--- src/rtl/seq_shift_left_unit_if.sv ---
// rtl/seq_shift_left_unit_if.sv - start/busy/done handshake and operand/result bundle for the shift engine
//   master: drives start, sel0, sel1, x, cin, amt; observes f, cout, overflow, busy, done
//   slave : the shift engine itself
interface seq_shift_left_unit_if #(
    parameter int WIDTH = 8,
    parameter int AMT_W = 3
);
    logic             start;
    logic             sel0;
    logic             sel1;
    logic [WIDTH-1:0] x;
    logic             cin;
    logic [AMT_W-1:0] amt;
    logic [WIDTH-1:0] f;
    logic             cout;
    logic             overflow;
    logic             busy;
    logic             done;

    modport master (
        output start, sel0, sel1, x, cin, amt,
        input  f, cout, overflow, busy, done
    );

    modport slave (
        input  start, sel0, sel1, x, cin, amt,
        output f, cout, overflow, busy, done
    );
endinterface

--- src/rtl/seq_shift_left_unit.sv ---
// rtl/seq_shift_left_unit.sv - multi-cycle left shifter, one bit position per clock, four modes
//   clk, rst : single clock, synchronous active-high reset
//   bus      : slave side of seq_shift_left_unit_if
//              start/sel1/sel0/x/cin/amt in; f (result), cout (carry), overflow (sticky),
//              busy (shifting), done (one-cycle result-valid pulse) out
module seq_shift_left_unit #(
    parameter int WIDTH = 8,
    parameter int AMT_W = 3
) (
    input  logic                 clk,
    input  logic                 rst,
    seq_shift_left_unit_if.slave bus
);

    typedef enum logic [1:0] {
        IDLE  = 2'd0,
        SHIFT = 2'd1,
        DONE  = 2'd2
    } state_t;

    localparam logic [1:0] MODE_LOGICAL = 2'b00;
    localparam logic [1:0] MODE_ROTATE  = 2'b01;
    localparam logic [1:0] MODE_CARRY   = 2'b10;
    localparam logic [1:0] MODE_ARITH   = 2'b11;

    state_t           state_r, state_n;
    logic [WIDTH-1:0] f_r, f_n;
    logic             c_r, c_n;
    logic             ovf_r, ovf_n;
    logic [AMT_W-1:0] cnt_r, cnt_n;
    logic [1:0]       mode_r, mode_n;
    logic             msb;
    logic             fill;

    always_ff @(posedge clk) begin
        if (rst) begin
            state_r <= IDLE;
            f_r     <= '0;
            c_r     <= 1'b0;
            ovf_r   <= 1'b0;
            cnt_r   <= '0;
            mode_r  <= MODE_LOGICAL;
        end else begin
            state_r <= state_n;
            f_r     <= f_n;
            c_r     <= c_n;
            ovf_r   <= ovf_n;
            cnt_r   <= cnt_n;
            mode_r  <= mode_n;
        end
    end

    always_comb begin
        state_n = state_r;
        f_n     = f_r;
        c_n     = c_r;
        ovf_n   = ovf_r;
        cnt_n   = cnt_r;
        mode_n  = mode_r;
        msb     = f_r[WIDTH-1];

        // Bit shifted into the LSB: the old MSB for rotate, the carry for
        // the (WIDTH+1)-bit through-carry rotate, zero otherwise.
        case (mode_r)
            MODE_ROTATE: fill = msb;
            MODE_CARRY:  fill = c_r;
            default:     fill = 1'b0;
        endcase

        case (state_r)
            IDLE, DONE: begin
                // DONE falls back to IDLE unless a new operation is accepted
                // right away, which gives the amt+2 back-to-back period.
                state_n = IDLE;
                if (bus.start) begin
                    state_n = SHIFT;
                    f_n     = bus.x;
                    cnt_n   = bus.amt;
                    mode_n  = {bus.sel1, bus.sel0};
                    c_n     = ({bus.sel1, bus.sel0} == MODE_CARRY) ? bus.cin : 1'b0;
                    ovf_n   = 1'b0;
                end
            end
            SHIFT: begin
                if (cnt_r != '0) begin
                    f_n   = {f_r[WIDTH-2:0], fill};
                    c_n   = msb;
                    cnt_n = cnt_r - AMT_W'(1);
                    // Sign change on this step means the signed value no
                    // longer fits; the flag is sticky for the operation.
                    if (mode_r == MODE_ARITH) begin
                        ovf_n = ovf_r | (f_r[WIDTH-1] ^ f_r[WIDTH-2]);
                    end
                end else begin
                    state_n = DONE;
                end
            end
            default: state_n = IDLE;
        endcase
    end

    assign bus.f        = f_r;
    assign bus.cout     = c_r;
    assign bus.overflow = ovf_r;
    assign bus.busy     = (state_r == SHIFT);
    assign bus.done     = (state_r == DONE);

endmodule

--- src/flat_wrapper.sv ---
// flat-port wrapper written by rule: the top's interface ports become plain ports
module seq_shift_left_unit_flat 
#(
    parameter int WIDTH = 8,
    parameter int AMT_W = 3
)
  (clk, rst, bus_start, bus_sel0, bus_sel1, bus_x, bus_cin, bus_amt, bus_f, bus_cout, bus_overflow, bus_busy, bus_done);
  seq_shift_left_unit_if #(.WIDTH(WIDTH), .AMT_W(AMT_W)) bus_i ();
  input  logic clk;
  input  logic rst;
  input wire logic [$bits(bus_i.start)-1:0] bus_start;
  input wire logic [$bits(bus_i.sel0)-1:0] bus_sel0;
  input wire logic [$bits(bus_i.sel1)-1:0] bus_sel1;
  input wire logic [$bits(bus_i.x)-1:0] bus_x;
  input wire logic [$bits(bus_i.cin)-1:0] bus_cin;
  input wire logic [$bits(bus_i.amt)-1:0] bus_amt;
  output wire logic [$bits(bus_i.f)-1:0] bus_f;
  output wire logic [$bits(bus_i.cout)-1:0] bus_cout;
  output wire logic [$bits(bus_i.overflow)-1:0] bus_overflow;
  output wire logic [$bits(bus_i.busy)-1:0] bus_busy;
  output wire logic [$bits(bus_i.done)-1:0] bus_done;
  assign bus_i.start = bus_start;
  assign bus_i.sel0 = bus_sel0;
  assign bus_i.sel1 = bus_sel1;
  assign bus_i.x = bus_x;
  assign bus_i.cin = bus_cin;
  assign bus_i.amt = bus_amt;
  assign bus_f = bus_i.f;
  assign bus_cout = bus_i.cout;
  assign bus_overflow = bus_i.overflow;
  assign bus_busy = bus_i.busy;
  assign bus_done = bus_i.done;
  seq_shift_left_unit #(.WIDTH(WIDTH), .AMT_W(AMT_W)) u_core (.clk(clk), .rst(rst), .bus(bus_i));
endmodule
--- config.mk ---
export PLATFORM = sky130hd
export DESIGN_NAME = seq_shift_left_unit_flat
export DESIGN_NICKNAME = d
export VERILOG_FILES = /design/src/rtl/seq_shift_left_unit_if.sv /design/src/rtl/seq_shift_left_unit.sv /design/src/flat_wrapper.sv
export SDC_FILE = /design/constraint.sdc
export NUM_CORES = 1
export LEC_CHECK = 0
export ABC_AREA = 1
export ABC_CLOCK_PERIOD_IN_PS = 1150
export BUFFER_PORTS_ARGS = -buffer_cell sky130_fd_sc_hd__clkbuf_2
export CORE_ASPECT_RATIO = 0.7
export CORE_MARGIN = 5
export CORE_UTILIZATION = 30
export CTS_CLUSTER_DIAMETER = 100
export DETAILED_ROUTE_END_ITERATION = 12
export PLACE_DENSITY = 0.5
export RECOVER_POWER = 25
export SYNTH_ARGS = -nofsm -noshare
export SYNTH_HDL_FRONTEND = slang
export SYNTH_SLANG_ARGS = --single-unit
--- constraint.sdc ---
create_clock -name clk -period 1.15 [get_ports clk]
set_input_delay 0.1725 -clock clk [delete_from_list [all_inputs] [get_ports clk]]
set_output_delay 0.1725 -clock clk [all_outputs]
set_load 0.01 [all_outputs]
==> run summary, run 1 <==
Post-synthesis cell count = 147
CP Capture Type = output port
Die width = 77.0 um
Post-place instance area = 1180 um^2
Post-synth top flop = dfxtp_1
Overall Global Routing Usage = 11.0%
Port Buffers = 28
Layout Skew = 0.00263 ns
Design area = 1300 um^2
Syn nets = 169
CP Cell Sequence = inv_2, nor2_4, buf_6, buf_6
Placed Cells = 217
Worst Path Max Fanout = 3
DP HPWL = 1730 um
Via count = 974
Number of global-route vias before repair = 934
TritonRoute pass-1 iters = 5
Synth top area cells = dfxtp_1 36%, nand2_1 16%, nor2_1 10%
Most frequent cell after synthesis = nand2_1
First-pass GRT wire length = 3930 um
Initial DRC count = 61
EDFF count, synth = 0
GRT met3 Usage = 4.33%
Worst path slowest cell = dfxtp_2
R2r worst-path depth = 7
Core Region = 3080 um^2
GR Overflow Total = 0
Cell taking the most area after synthesis = dfxtp_1
RSZ-0062 raised after global routing = yes
TritonCTS Sinks = 17
Final min period = 1.16 ns
Most frequent cells after synthesis = 41 x nand2_1, 26 x nor2_1, 17 x dfxtp_1, 17 x inv_1, 11 x o21ai_0
CP most frequent cell = buf_6
Hold WS = 0.0853 ns
Die area = 4380 um^2
Critical path arrival = 0.99 ns
Fin. Hold Viols = 0
Met2 Usage GRT = 17.5%
Num CTS Buffers = 3
Ys async rst share = 0%
ANT cells = 0
Io pins = 29
Crit Path Category = flop to output port
Post-Layout Cell Count = 223
Final setup viols = 1
Hold_buf cts = 0
Post-layout total power = 1.70 mW
H-tree depth = 1
Worst slew pin tran = 0.332 ns
Routability cong. = 0.726
Slew margin rel. = 77.8%
CP startpoint kind = flop
Maximum Capacitance Violations = 0
Status = finished with violations
Cell area after synthesis = 942 um^2
Grt met1 use = 14.0%
PD cells = 1300 nW/um^2
DR vias/cell = 4.37
Final ANT Viol Nets = 0
Largest net degree at the start of global routing = 24
YS warnings = 0
Syn avg cell area = 6.41 um^2
CP peak stage delay = 0.34 ns
Final period util = 101%
Synth-to-Final Area Change = 38.4%
GRT Max-Usage Layer = met2
Slew Limit Fails = 0
Post-route DRC = 0
VDD IR-drop max = 509 uV
Fin Setup TNS = -0.00887 ns
Die Y-Extent = 56.9 um
Max Clk Rate = 863 MHz
Final wirelength = 2350 um
Hold Crit Class = input pin to flop
Initial Utilization = 30.5%
Area share of the largest cell type after synthesis = 36.1%
CTS tree = done
LEAKAGE = 0.670 nW
Req. time, crit path = 0.98 ns
DR WL/cell = 10.5 um
Post-placement setup slack = -0.0703 ns
Seq/Total Area, Yosys = 36.1%
Final Util = 42.3%
Clk slew on worst S/H paths = 0.06 ns
Row cnt = 17
Clock Tree Buf Depth = 2
Clk_lat worst skew = 0.25 ns
Hold Path Depth = 2
CTS Root Buffer Type = clkbuf_8
Setup WS post-layout = -0.00887 ns
Failing checks = setup timing
Yosys reg bits = 17
Distinct cells, synth = 19
Initial antenna violation count = 0
Share of layout cells above drive strength 1 = 29.7%
Final Net Count = 208
[placed cells by master, fill, tap and decap left out, types with 2 or more instances in the layout]
cell      instances
a21oi_1           3
buf_4             7
buf_6             4
clkbuf_1          6
clkbuf_2         22
clkbuf_8          3
dfxtp_1          13
dfxtp_2           4
ha_1              3
inv_1            15
inv_2             4
nand2_1          39
nand2_4           3
nand3_1           9
nand3b_1          2
nor2_1           26
o21ai_0          11
[path summary, 6_finish.rpt]
kind                               startpoint                                to  slack (ns)
max            u_core.state_r[0]$_SDFFE_PP0P_                          bus_busy      -0.009
min                                       rst    u_core.state_r[1]$_SDFFE_PP0P_        0.09
max reg2reg     u_core.mode_r[0]$_SDFFE_PP0P_      u_core.bus.f[0]$_SDFFE_PP0P_        0.07
min reg2reg  u_core.bus.overflow$_SDFFE_PP0P_  u_core.bus.overflow$_SDFFE_PP0P_        0.47
[power breakdown]
| part | internal, mW | switching [mW] |
|---|---|---|
| clock network | 0.246 | 0.201 |
| logic | 0.248 | 0.303 |
| registers | 0.658 | 0.0438 |
[flip-flops by register name, summed over array words and instances, names as in the netlist]
register,flops
u_core.bus.cout,1
u_core.state_r,2
u_core.bus.overflow,1
u_core.cnt_r,3
u_core.mode_r,2
u_core.bus.f,8
[layout make-up]
class                           instances  area, um^2
Multi-Input combinational cell        105         539
Tap cell                               38        47.5
Fill cell                             340        1780
Inverter                               20        80.1
Timing Repair Buffer                   39         246
Clock buffer                            4        45.0
Sequential cell                        17         345
[critical path: cells and delay by family (launching register included)]
kind,cells,cell delay (ns)
DFF,1,0.34
buffers and inverters,3,0.26
and+or+nand+nor,1,0.14
[cells by family (layout without fill, tap and decap cells)]
group | count (synthesis) | after routing | share of synthesized area, %
and+or+nand+nor | 85 | 85 | 37.8
buffers and inverters | 25 | 63 | 11.4
DFF | 17 | 17 | 36.1
AOI/OAI and AO/OA | 15 | 15 | 7.97
adders and majority gates | 5 | 5 | 6.64
[metal layers]
metal  part of all wire [%]  wire length, um  vias to the layer above
met5                      0                0                        -
met4                   0.55               13                        0
met3                    5.3              124                        2
met2                     45             1050                       21
met1                     49             1160                      421
li1                       -                -                      530
[what timing repair did]
item,CTS,global route
pin swaps,4,7
resized for setup,12,12
setup buffers,1,0
endpoints found under the setup margin,13,13
cloned,1,0
(Power assumes the default switching activity.)
==> run 2: changes to the inputs <==
GPL_TIMING_DRIVEN = 0   (was unset)
==> run 2 against run 1 <==
Net effect:
- the flow still finishes with violations (setup timing)
- combinational power up 2%
- die area unchanged
- cell area down 0.58%
- utilization down 0.24 points
- via count up 3.0%
- first-iteration DRC count down 59%
- non-clock buffer count down 1
- global-route usage up 0.27 points
- clock power up 2%
- hold slack worse by 0.0042 ns
- flip-flop and latch count unchanged
- critical path type unchanged
- largest power group unchanged
==> run summary, run 2 (synthesized netlist as in run 1, its figures left out) <==
DR vias/cell = 4.50 (+3.0%)
DR WL/cell = 11.6 um (+9.7%)
Clk_lat worst skew = 0.25 ns (about the same)
Worst slew pin tran = 0.463 ns (+0.131 ns)
Hold Crit Start = rst
LEAKAGE = 0.671 nW (about the same)
Final wirelength = 2580 um (+9.7%)
Hold_buf cts = 0 (unchanged)
CTS tree = done
Initial antenna violation count = 0 (unchanged)
DP HPWL = 1820 um (+5.3%)
Clock Tree Buf Depth = 2 (unchanged)
Failing checks = setup timing
Final Net Count = 208 (unchanged)
Final ANT Viol Nets = 0 (unchanged)
Die width = 77.0 um (unchanged)
Num CTS Buffers = 3 (unchanged)
Critical path arrival = 0.99 ns (about the same)
First-pass GRT wire length = 4050 um (+3.2%)
Final Util = 42.0% (-0.24 points)
H-tree depth = 1 (unchanged)
FF-to-FF End = u_core.bus.f[7]$_SDFFE_PP0P_
R2r worst-path depth = 8 (+1)
Row cnt = 17 (unchanged)
Hold Path Depth = 2 (unchanged)
Crit Path Category = flop to output port
Fin. Hold Viols = 0 (unchanged)
Initial Utilization = 30.5% (unchanged)
Core Region = 3080 um^2 (unchanged)
Slew Limit Fails = 0 (unchanged)
Via count = 1003 (+3.0%)
Die Y-Extent = 56.9 um (unchanged)
Fin Setup TNS = -0.0137 ns (-0.00481 ns)
ANT cells = 0 (unchanged)
Hold Crit Class = input pin to flop
Launch point of the worst path = u_core.state_r[0]$_SDFFE_PP0P_
Routability cong. = 0.769 (+6.0%)
Largest net degree at the start of global routing = 11 (-54%)
Post-place instance area = 1130 um^2 (-4.0%)
Hold WS = 0.0811 ns (-0.00419 ns)
GR Overflow Total = 0 (unchanged)
TritonCTS Sinks = 17 (unchanged)
Largest register FFs = 8 (unchanged)
Final setup viols = 1 (unchanged)
Post-route DRC = 0 (unchanged)
RSZ-0062 raised after global routing = yes
Setup WS post-layout = -0.0137 ns (-0.00481 ns)
R2r startpoint = u_core.cnt_r[0]$_SDFFE_PP0P_
Post-layout total power = 1.72 mW (+1.3%)
Die area = 4380 um^2 (unchanged)
Clk slew on worst S/H paths = 0.07 ns (about the same)
Placed Cells = 213 (-1.8%)
Number of global-route vias before repair = 927 (-0.75%)
Maximum Capacitance Violations = 0 (unchanged)
Commonest cells after routing, fill and taps aside = 37 x nand2_1, 24 x nor2_1, 24 x clkbuf_2, 15 x inv_1, 13 x dfxtp_1
VDD IR-drop max = 685 uV (+35%)
Post-placement setup slack = -0.142 ns (-0.0717 ns)
Fill count = 340 (unchanged)
Synth-to-Final Area Change = 37.6%
Final min period = 1.16 ns (+0.00481 ns)
CP Capture Type = output port
Max Clk Rate = 859 MHz (-0.41%)
CP startpoint kind = flop
Io pins = 29 (unchanged)
Share of layout cells above drive strength 1 = 30.8% (+1.1 points)
Post-Layout Cell Count = 223 (unchanged)
Design area = 1300 um^2 (-0.58%)
Overall Global Routing Usage = 11.2% (+0.27 points)
PD cells = 1330 nW/um^2 (+1.9%)
Initial DRC count = 25 (-59%)
Commonest non-fill, non-tap cell in the layout = nand2_1
Flop-to-flop setup slack = 0.02 ns (-0.05 ns)
Hold Path End = u_core.state_r[1]$_SDFFE_PP0P_
Layout Skew = 0.00156 ns (-0.00107 ns)
Final period util = 101% (+0.42 points)
Port Buffers = 28 (unchanged)
TritonRoute pass-1 iters = 4 (-1)
CTS Root Buffer Type = clkbuf_8
Req. time, crit path = 0.98 ns (about the same)
Status = finished with violations
Worst Path Max Fanout = 4 (+1)
Slew margin rel. = 69.1% (-8.7 points)
[run 2: cell count changes in the layout (fill, tap and decap cells not counted), sizes merged]
cell	delta
buf	-2
clkbuf	+1
inv	+1
[run 2: final cells by class]
class | count | area (um^2) | area share (%)
plain buffers | 5 | 41.3 | 3.19
clock buffers | 4 | 45.0 | 3.47
flip-flops and latches | 17 | 345 | 26.6
multi-input cells | 105 | 551 | 42.5
repair inverters | 1 | 6.26 | 0.483
inverters | 20 | 82.6 | 6.37
well taps | 38 | 47.5 | 3.67
repair buffers | 33 | 178 | 13.7
[run 2: how the worst max path moves through the flow]
stage | end | slack, ns | cells past startpoint
3_3_place_gp | u_core.bus.f[6]$_SDFFE_PP0P_ | -0.14 | 8
3_5_place_dp | u_core.bus.f[0]$_SDFFE_PP0P_ | -0.14 | 8
5_1_grt | u_core.cnt_r[0]$_SDFFE_PP0P_ | -0.07 | 6
4_1_cts | bus_busy | -0.02 | 3
6_report | bus_busy | -0.01 | 3
2_1_floorplan | u_core.bus.f[0]$_SDFFE_PP0P_ | 0.006 | 8
[run 2: metal layers]
metal  GRT usage, %  up-vias  share of wire (%)
li1               -      532                  -
met1           14.4      450                 50
met2           18.1       19                 45
met3           4.65        2                4.5
met4           1.47        0               0.50
met5              0        -                  0
[run 2: worst max-delay path, cell delays in order (launching register included)]
cell and delay, ns:
dfxtp_2 0.36, inv_2 0.07, nor2_4 0.16, buf_2 0.15
[run 2: power breakdown]
| group | internal, mW | switching, mW | leakage [nW] |
|---|---|---|---|
| Clock | 0.246 | 0.209 | 0.0228 |
| Sequential | 0.657 | 0.0475 | 0.142 |
| Combinational | 0.240 | 0.322 | 0.506 |
[run 2: timing repair]
action,CTS,global route
endpoints found under the setup margin,15,13
resized for setup,14,14
gates cloned,1,1
setup buffers,3,1
pin swaps,4,9
==> run 3: changes to the inputs <==
PLACE_DENSITY = unset   (was 0.5)
PLACE_DENSITY_LB_ADDON = 0.08   (was unset)
==> run 3 against run 2 <==
Net effect:
- the run now ends clean
- clock-buffer cell count unchanged
- sequential share of layout area decreased by 0.34 points
- combinational power increased by 3.6%
- cell count increased by 0.45%
- global-route usage increased by 1.2 points
- clock power increased by 1%
- clock skew increased by 0.0015 ns
- cell area increased by 2.0%
- critical endpoint unchanged
==> run summary, run 3 (synthesized netlist as in run 1, its figures left out) <==
Final ANT Viol Nets = 0 (unchanged)
Via count = 996 (-0.70%)
Internal power = 1.16 mW (+1.7%)
Final period util = 98.4% (-2.8 points)
Final setup viols = 0 (-1)
Post-route DRC = 0 (unchanged)
R2r startpoint = u_core.cnt_r[0]$_SDFFE_PP0P_
Slew margin rel. = 68.1% (-1.0 points)
H-tree depth = 1 (unchanged)
Hold Crit Start = rst
Initial DRC count = 41 (+64%)
Fin. Hold Viols = 0 (unchanged)
Largest register FFs = 8 (unchanged)
Final Util = 42.9% (+0.85 points)
Logic pwr share = 33.2% (+0.6 points)
Io pins = 29 (unchanged)
TritonRoute pass-1 iters = 3 (-1)
Clk slew on worst S/H paths = 0.07 ns (about the same)
Clk_lat worst skew = 0.25 ns (about the same)
Final wirelength = 2570 um (-0.27%)
Die Y-Extent = 56.9 um (unchanged)
Fill count = 329 (-3.2%)
Largest net degree at the start of global routing = 11 (unchanged)
Final min period = 1.13 ns (-0.0317 ns)
DP HPWL = 1860 um (+1.9%)
Crit Path Category = flop to output port
Port Buffers = 28 (unchanged)
Clk pwr share = 26.3% (about the same)
TritonCTS Sinks = 17 (unchanged)
Routability cong. = 0.740 (-3.9%)
Worst Path Max Fanout = 4 (unchanged)
Initial Utilization = 30.5% (unchanged)
Share of total power in sequential cells = 40.5% (-0.4 points)
Maximum Capacitance Violations = 0 (unchanged)
CP Cell Sequence = inv_2, nor2_4, buf_2
Net switching power = 0.588 mW (+1.5%)
Critical path arrival = 0.96 ns (-0.03 ns)
Post-placement setup slack = -0.163 ns (-0.0211 ns)
CTS Root Buffer Type = clkbuf_8
ANT cells = 0 (unchanged)
Worst slew pin tran = 0.478 ns (+0.0152 ns)
Hold Crit Class = input pin to flop
Die area = 4380 um^2 (unchanged)
LEAKAGE = 0.682 nW (+1.7%)
Switch share = 33.6% (-0.040 points)
Post-layout total power = 1.75 mW (+1.6%)
CTS tree = done
Core Region = 3080 um^2 (unchanged)
Number of global-route vias before repair = 965 (+4.1%)
CP startpoint kind = flop
Commonest non-fill, non-tap cell in the layout = nand2_1
GR Overflow Total = 0 (unchanged)
Req. time, crit path = 0.98 ns (about the same)
Multi-input gate area = 558 um^2 (+1.4%)
Final Net Count = 209 (+0.48%)
Synth-to-Final Area Change = 40.4%
Setup WS post-layout = 0.0181 ns (+0.0317 ns)
Flop-to-flop setup slack = 0.02 ns (about the same)
PD cells = 1320 nW/um^2 (-0.38%)
Commonest cells after routing, fill and taps aside = 37 x nand2_1, 24 x nor2_1, 23 x clkbuf_2, 14 x inv_1, 11 x dfxtp_1
Crit path buf inv count = 2 (unchanged)
Worst path slowest cell = dfxtp_2
Launch point of the worst path = u_core.state_r[0]$_SDFFE_PP0P_
Initial antenna violation count = 0 (unchanged)
Layout Skew = 0.00305 ns (+0.00149 ns)
Row cnt = 17 (unchanged)
Status = finished clean
DR WL/cell = 11.5 um (-0.72%)
RSZ-0062 raised after global routing = yes
CP peak stage delay = 0.35 ns (about the same)
CP Capture Type = output port
Register area = 348 um^2 (+0.72%)
Clock Tree Buf Depth = 2 (unchanged)
VDD IR-drop max = 646 uV (-5.7%)
First-pass GRT wire length = 4370 um (+7.8%)
Num CTS Buffers = 3 (unchanged)
Max Clk Rate = 883 MHz (+2.8%)
Slew Limit Fails = 0 (unchanged)
Top delay family on crit path = flip-flops
DR vias/cell = 4.45 (-1.1%)
Share of layout cells above drive strength 1 = 34.4% (+3.6 points)
Die width = 77.0 um (unchanged)
Hold WS = 0.0851 ns (+0.00399 ns)
Overall Global Routing Usage = 12.4% (+1.2 points)
Hold_buf cts = 0 (unchanged)
-- run 3: timing repair --
item,CTS,global route
cloned,1,0
pin swaps,4,12
setup buffers,3,3
setup endpoints to repair,14,14
gates resized for setup,17,22
-- run 3: power by group through the flow --
| stage | Sequential, mW | Clock, mW | Combinational [mW] |
|---|---|---|---|
| 3_5_place_dp | 0.713 | 0 | 0.452 |
| 4_1_cts | 0.703 | 0.472 | 0.524 |
| 6_report | 0.709 | 0.460 | 0.582 |
| 2_1_floorplan | 0.723 | 0 | 0.290 |
| 5_1_grt | 0.719 | 0.495 | 0.659 |
| 3_3_place_gp | 0.710 | 0 | 0.449 |
-- run 3: stage by stage --
| stage | cells | cell area [um^2] | setup TNS, ns |
|---|---|---|---|
| after floorplan | 147 | 942 | 0 |
| after global placement | 213 | 1130 | -1.47 |
| after detailed placement | 213 | 1130 | -1.66 |
| after CTS | 221 | 1250 | -0.00993 |
| after global routing | 224 | 1320 | -0.192 |
| final | 224 | 1320 | 0 |
-- run 3: layout make-up --
type                       instances  area share (%)
buffer                             5            3.41
sequential                        17            26.3
clock buffer                       4            3.41
multi-input combinational        105            42.2
timing repair buffer              35            14.5
inverter                          20            6.62
tap                               38            3.60
-- run 3: final timing paths --
check                                endpoint  depth (start not counted)
max                                  bus_busy                          3
min reg2reg  u_core.bus.overflow$_SDFFE_PP0P_                          2
max reg2reg      u_core.cnt_r[0]$_SDFFE_PP0P_                          8
min            u_core.state_r[1]$_SDFFE_PP0P_                          2
-- run 3: metal layers --
layer / global-route usage (%) / share of wire, % / vias to the layer above
li1: - / - / 530
met1: 15.0 / 46 / 450
met4: 2.94 / 0.66 / 0
met2: 21.0 / 48 / 14
met3: 4.49 / 5.3 / 2
met5: 0 / 0 / -
-- run 3: worst register-to-register path, cell delays in order, from the launching register on --
cell and delay (ns):
dfxtp_2 0.35, inv_4 0.05, ha_4 0.16, nand2_4 0.06
nand2_4 0.07, buf_6 0.14, nand3_1 0.06, nand2_1 0.05
nor2_1 0.12
